$ cat src/rtl/mrdy_gen.sv
`default_nettype none
// ============================================================================
//  Module      : mrdy_gen
//  Description : Wait-state generator driving MRDY into the MMU Q/E clock
//                generator; also owns the FF92 config and FF93 status regs.
//  Revision    : 1.0  initial release
// ============================================================================
module mrdy_gen #(
   parameter logic [7:0] RESET_CFG   = 8'hFF,
   parameter int         TIMEOUT_MAX = 255
) (
   input  logic        CLKX4,
   input  logic        nRESET,
   input  logic        QX,
   input  logic        EX,
   input  logic [15:0] ADDR,
   input  logic [7:0]  DATA,
   input  logic        RnW,
   input  logic        BA,
   input  logic        nEXTWAIT,
   output logic        MRDY,
   output logic [7:0]  DOUT,
   output logic        DOE,
   output logic        TIMEOUT
);

   // {QX,EX} phase codes of interest
   localparam logic [1:0] c_PH_LOAD    = 2'b11;
   localparam logic [1:0] c_PH_STRETCH = 2'b01;

   localparam logic [1:0] c_RGN_INT = 2'd0;
   localparam logic [1:0] c_RGN_ROM = 2'd1;
   localparam logic [1:0] c_RGN_IO  = 2'd2;
   localparam logic [1:0] c_RGN_RAM = 2'd3;

   localparam logic [0:0] c_XW_IDLE = 1'b0;
   localparam logic [0:0] c_XW_HOLD = 1'b1;

   localparam logic [7:0]  c_TCNT_LAST  = 8'(TIMEOUT_MAX - 1);
   localparam logic [15:0] c_ADDR_CFG   = 16'hFF92;
   localparam logic [15:0] c_ADDR_STAT  = 16'hFF93;

   logic [1:0] w_phase;
   logic       w_isLoad;
   logic       w_isStretch;
   logic [1:0] w_region;
   logic [2:0] w_regionWaits;
   logic       w_extRegion;
   logic       w_cntBusy;
   logic       w_xwStart;
   logic       w_xwExpired;
   logic       w_xwHold;
   logic       w_xwTimeout;
   logic       w_cycleEnd;
   logic       w_hitCfg;
   logic       w_hitStat;

   logic [2:0] r_waitCnt;
   logic [0:0] r_xwState;
   logic [7:0] r_tCnt;
   logic [7:0] r_cfg;
   logic       r_timeout;

   assign w_phase     = {QX, EX};
   assign w_isLoad    = (w_phase == c_PH_LOAD);
   assign w_isStretch = (w_phase == c_PH_STRETCH);
   assign w_hitCfg    = (ADDR == c_ADDR_CFG);
   assign w_hitStat   = (ADDR == c_ADDR_STAT);

   // Priority decode: the internal page wins over the vector page, which
   // wins over IO, which wins over the general ROM window.
   always_comb begin
      w_region = c_RGN_RAM;
      if ((ADDR[15:8] == 8'hFF) && (ADDR[7:4] != 4'hF)) begin
         w_region = c_RGN_INT;
      end else if (ADDR[15:4] == 12'hFFF) begin
         w_region = c_RGN_ROM;
      end else if (ADDR[15:8] == 8'hFE) begin
         w_region = c_RGN_IO;
      end else if (ADDR[15:14] == 2'b11) begin
         w_region = c_RGN_ROM;
      end
   end

   always_comb begin
      w_regionWaits = 3'd0;
      case (w_region)
         c_RGN_ROM: w_regionWaits = r_cfg[2:0];
         c_RGN_IO:  w_regionWaits = r_cfg[5:3];
         c_RGN_RAM: w_regionWaits = {1'b0, r_cfg[7:6]};
         default:   w_regionWaits = 3'd0;
      endcase
   end

   assign w_extRegion = (w_region == c_RGN_IO) || (ADDR[15:14] == 2'b10);
   assign w_cntBusy   = (r_waitCnt != 3'd0);

   // External wait only begins once the programmed waits have run out.
   assign w_xwStart   = w_isStretch && !w_cntBusy && !nEXTWAIT && w_extRegion
                        && (r_xwState == c_XW_IDLE);
   assign w_xwExpired = (r_xwState == c_XW_HOLD) && (r_tCnt == c_TCNT_LAST);
   assign w_xwHold    = w_isStretch && !w_cntBusy && !nEXTWAIT
                        && ((r_xwState == c_XW_IDLE) ? w_extRegion : !w_xwExpired);
   assign w_xwTimeout = w_isStretch && !w_cntBusy && !nEXTWAIT && w_xwExpired;

   assign MRDY       = !(w_isStretch && (w_cntBusy || w_xwHold));
   assign w_cycleEnd = w_isStretch && MRDY;

   always_ff @(posedge CLKX4 or negedge nRESET) begin
      if (!nRESET) begin
         r_waitCnt <= 3'd0;
      end else if (w_isLoad) begin
         r_waitCnt <= BA ? 3'd0 : w_regionWaits;
      end else if (w_isStretch && w_cntBusy) begin
         r_waitCnt <= r_waitCnt - 3'd1;
      end
   end

   always_ff @(posedge CLKX4 or negedge nRESET) begin
      if (!nRESET) begin
         r_xwState <= c_XW_IDLE;
         r_tCnt    <= 8'd0;
      end else if (r_xwState == c_XW_IDLE) begin
         if (w_xwStart) begin
            r_xwState <= c_XW_HOLD;
            r_tCnt    <= 8'd0;
         end
      end else begin
         if (w_xwHold) begin
            r_tCnt <= r_tCnt + 8'd1;
         end else begin
            r_xwState <= c_XW_IDLE;
            r_tCnt    <= 8'd0;
         end
      end
   end

   always_ff @(posedge CLKX4 or negedge nRESET) begin
      if (!nRESET) begin
         r_cfg <= RESET_CFG;
      end else if (w_cycleEnd && !RnW && w_hitCfg) begin
         r_cfg <= DATA;
      end
   end

   // A timeout landing on the same edge as a status write must stay visible.
   always_ff @(posedge CLKX4 or negedge nRESET) begin
      if (!nRESET) begin
         r_timeout <= 1'b0;
      end else if (w_xwTimeout) begin
         r_timeout <= 1'b1;
      end else if (w_cycleEnd && !RnW && w_hitStat) begin
         r_timeout <= 1'b0;
      end
   end

   assign TIMEOUT = r_timeout;
   assign DOE     = EX && RnW && (w_hitCfg || w_hitStat);

   always_comb begin
      DOUT = 8'h00;
      if (w_hitCfg) begin
         DOUT = r_cfg;
      end else if (w_hitStat) begin
         DOUT = {7'b0, r_timeout};
      end
   end

endmodule
`default_nettype wire

$ cat config.mk
export PLATFORM = sky130hd
export DESIGN_NAME = mrdy_gen
export DESIGN_NICKNAME = d
export VERILOG_FILES = /design/src/rtl/mrdy_gen.sv
export SDC_FILE = /design/constraint.sdc
export NUM_CORES = 1
export LEC_CHECK = 0
export CAP_MARGIN = 20
export CORE_MARGIN = 4
export CORE_UTILIZATION = 55
export CTS_CLUSTER_SIZE = 30
export DETAILED_ROUTE_END_ITERATION = 12
export DONT_BUFFER_PORTS = 1
export GPL_TIMING_DRIVEN = 1
export MAX_ROUTING_LAYER = met4
export PLACE_DENSITY = 0.82
export RECOVER_POWER = 50
export SLEW_MARGIN = 10
export SYNTH_ARGS = -nofsm -noshare
export SYNTH_HDL_FRONTEND = slang
export SYNTH_SLANG_ARGS = --single-unit
$ cat constraint.sdc
create_clock -name CLKX4 -period 4.44 [get_ports CLKX4]
set_clock_uncertainty 0.1 [all_clocks]
set_input_delay 1.332 -clock CLKX4 [delete_from_list [all_inputs] [get_ports CLKX4]]
set_output_delay 1.332 -clock CLKX4 [all_outputs]
set_load 0.005 [all_outputs]
==> reports/metrics.yaml <==
status:
  status: "finished clean"
worst_setup_path:
  endpoint: "DOUT[1]"
  critical_path_class: "in -> out"
  required_ps: 3010
  r2r_setup_slack_ps: 1820
  crit_family: "simple AND/OR/NAND/NOR gates"
  cp_max_fo: 7
  crit_buf_inv: 1
  cp-start-kind: "input port"
  cp_slowest_cell: "or4_4"
  worstSetupStartpoint: "ADDR[5]"
  path_depth: 5
  r2r_start: "r_tCnt[0]"
  r2r_end: "r_cfg[7]"
  slowest_delay_ps: 520
  cp-end-kind: "primary output"
  reg2regPathDepth: 7
  cp_data_arrival_time_ps: 2780
  cp_cell_sequence: "or4_4 > or3_2 > nor2_1 > buf_4 > and2_1"
clocking:
  cts-htree-levels: 1
  clock_latency_ps: 310
  post-cts-setup-buffers: 0
  holdBufCountCts: 0
  clockBufferDepth: 2
  post_cts_resized: 0
  clk_pin_slew_ps: 120
  clk_root_buffer_cell: "clkbuf_4"
  cts-buffers-inserted: 3
  clock_sinks: 21
  cts_tree: "built"
floorplanning:
  boundaryPins: 42
  num_rows: 17
  die_w_microns: 56.85
  die_area_sq_mm: 0.003232
  die-height_microns: 56.85
  fp.coreArea_sq_mm: 0.002233
  start_util_pct: 58.77
placed_design:
  placed_cells: 167
  hpwl_mm: 2.478
  globalplace.congestion: 0.8958
  port_buffers: 0
synth:
  synthTopCellsByCount: "dfrtp_1, nand2_1, mux2_2, nor2_1, o21ai_0"
  synth-main-ff-cell: "dfrtp_1"
  yosysWarnings: 0
  ys_async_sr_fraction_pct: 100.0
  yosysUniqueCellTypes: 41
  syn_inst: 137
  avgSynthCellArea_sq_um: 9.580
  synth-seq-cells: 21
  syn_area_sq_mm: 0.001313
  synthTopCellsByArea: "dfrtp_1, dfstp_2, mux2_2"
  yosys.area.top_type: "dfrtp_1"
  synth.net_count: 172
  synth_edf_count: 0
  synth_top_area_share_pct: 24.79
  ys_seq_area_share_pct: 40.80
min_path:
  min_path_type: "reg -> reg"
drt:
  drc: 0
  routed_via_density: 6.678
  wl_mm: 3.221
  drtPass1Iterations: 5
  vias: 1142
  wl_per_cell_microns: 18.84
  drtAntennaViolNets: 0
  drtIter0Drc: 87
sta:
  hold_viol_final: 0
  period_needed_ps: 4212
  fmax_mhz: 237.4
  tightest_slew_ps: 611.4
  setup_viol: 0
  slew_headroom_pct: 59.07
  period_share_pct: 94.87
  rsz0062_at_grt: "false"
  drv_slew: 0
  setup_tns_ps: 0
  hold_ws_ps: 455.3
global_routing:
  antenna_found_initial: 0
  first_global_vias: 1182
  overflow: 0
  grt_start_max_net_pins: 22
  grt_usage_pct: 22.24
  grt_pass1_wl_mm: 5.409
layout:
  nNetsFinal: 179
  nFillCells: 197
  layout-drive-gt1-share_pct: 18.88
  fin_cells: 171
  num_antenna_cells: 0
  areaGrowthSynthToFinish_pct: 5.624
pwr:
  p_per_area_mw_per_mm2: 302.1
  p_leak_nw: 0.5682
  irDropWorstVdd_uv: 256.5
job:
  drv_cap: 0
tightest hold or removal path, delay by kind of cell, from the launching register on:
kind	cells	cell delay (ps)
AO/OA/AOI/OAI	2	140
flip-flops	1	390
flip-flops by register name, indices dropped and copies added (netlist names):
signal     flops
TIMEOUT        1
r_waitCnt      3
r_xwState      1
r_cfg          8
r_tCnt         8
area by class of cell:
cell class	count	area (sq um)	area share (%)
repair buffers	2	11.26	0.8123
clock buffers	3	22.52	1.625
inverters	6	22.52	1.625
multi-input cells	110	754.5	54.42
clock inverters	1	5.005	0.3610
flip-flops and latches	21	535.5	38.63
well taps	28	35.03	2.527
power breakdown:
group          total [W]  internal (W)  switching (W)
registers       0.000215      0.000203      0.0000122
clock network  0.0000947     0.0000337      0.0000610
logic           0.000109     0.0000477      0.0000611
total           0.000419      0.000285       0.000134
logic make-up (layout without fill, tap and decap cells):
group | Yosys count | in the layout | synth area share, %
simple gates | 62 | 62 | 27.55
compound gates | 34 | 34 | 17.64
flops | 21 | 21 | 40.80
mux | 10 | 10 | 8.485
buf+inv | 6 | 12 | 1.716
fa+ha+maj | 4 | 4 | 3.813
cells in the final DEF (no fill, tap or decap), types with 6 or more instances in the layout:
cell	n
dfrtp_1	13
nand2_1	13
nor2_1	9
o21ai_0	9
mux2_2	9
a21oi_1	8
dfstp_2	8
nand3_1	7
and2_1	7
inv_1	6
how the worst min path moves through the flow:
stage	end	slack (ps)	cells after the start	from
finish	r_waitCnt[0]	460	2	r_waitCnt[0]
global route	r_tCnt[6]	480	1	r_tCnt[6]
CTS	r_waitCnt[0]	440	2	r_waitCnt[0]
detailed placement	r_waitCnt[0]	420	2	r_waitCnt[0]
global placement	r_waitCnt[1]	410	2	r_waitCnt[1]
floorplan	r_waitCnt[0]	390	2	r_waitCnt[0]
stage by stage:
stage	cell area, sq um	utilization, %	setup slack (ps)	total power [W]
floorplan	1313	-	305.9	0.0002971
CTS	1390	62.24	236.4	0.0004192
global route	1386	62.07	137.9	0.0004435
global placement	1363	61.01	258.6	0.0003116
finish	1386	62.07	227.7	0.0004189
detailed placement	1363	61.01	243.9	0.0003253
metal layers:
metal	up-vias	wire, microns	part of all wire, %	track usage, %
li1	530	-	-	-
met1	552	1395	43	26.65
met2	49	1509	47	35.81
met3	11	209	6.5	3.908
met4	0	106	3.3	11.26
met5	-	0	0	-
Note: power is estimated with default switching activity, not from simulation.
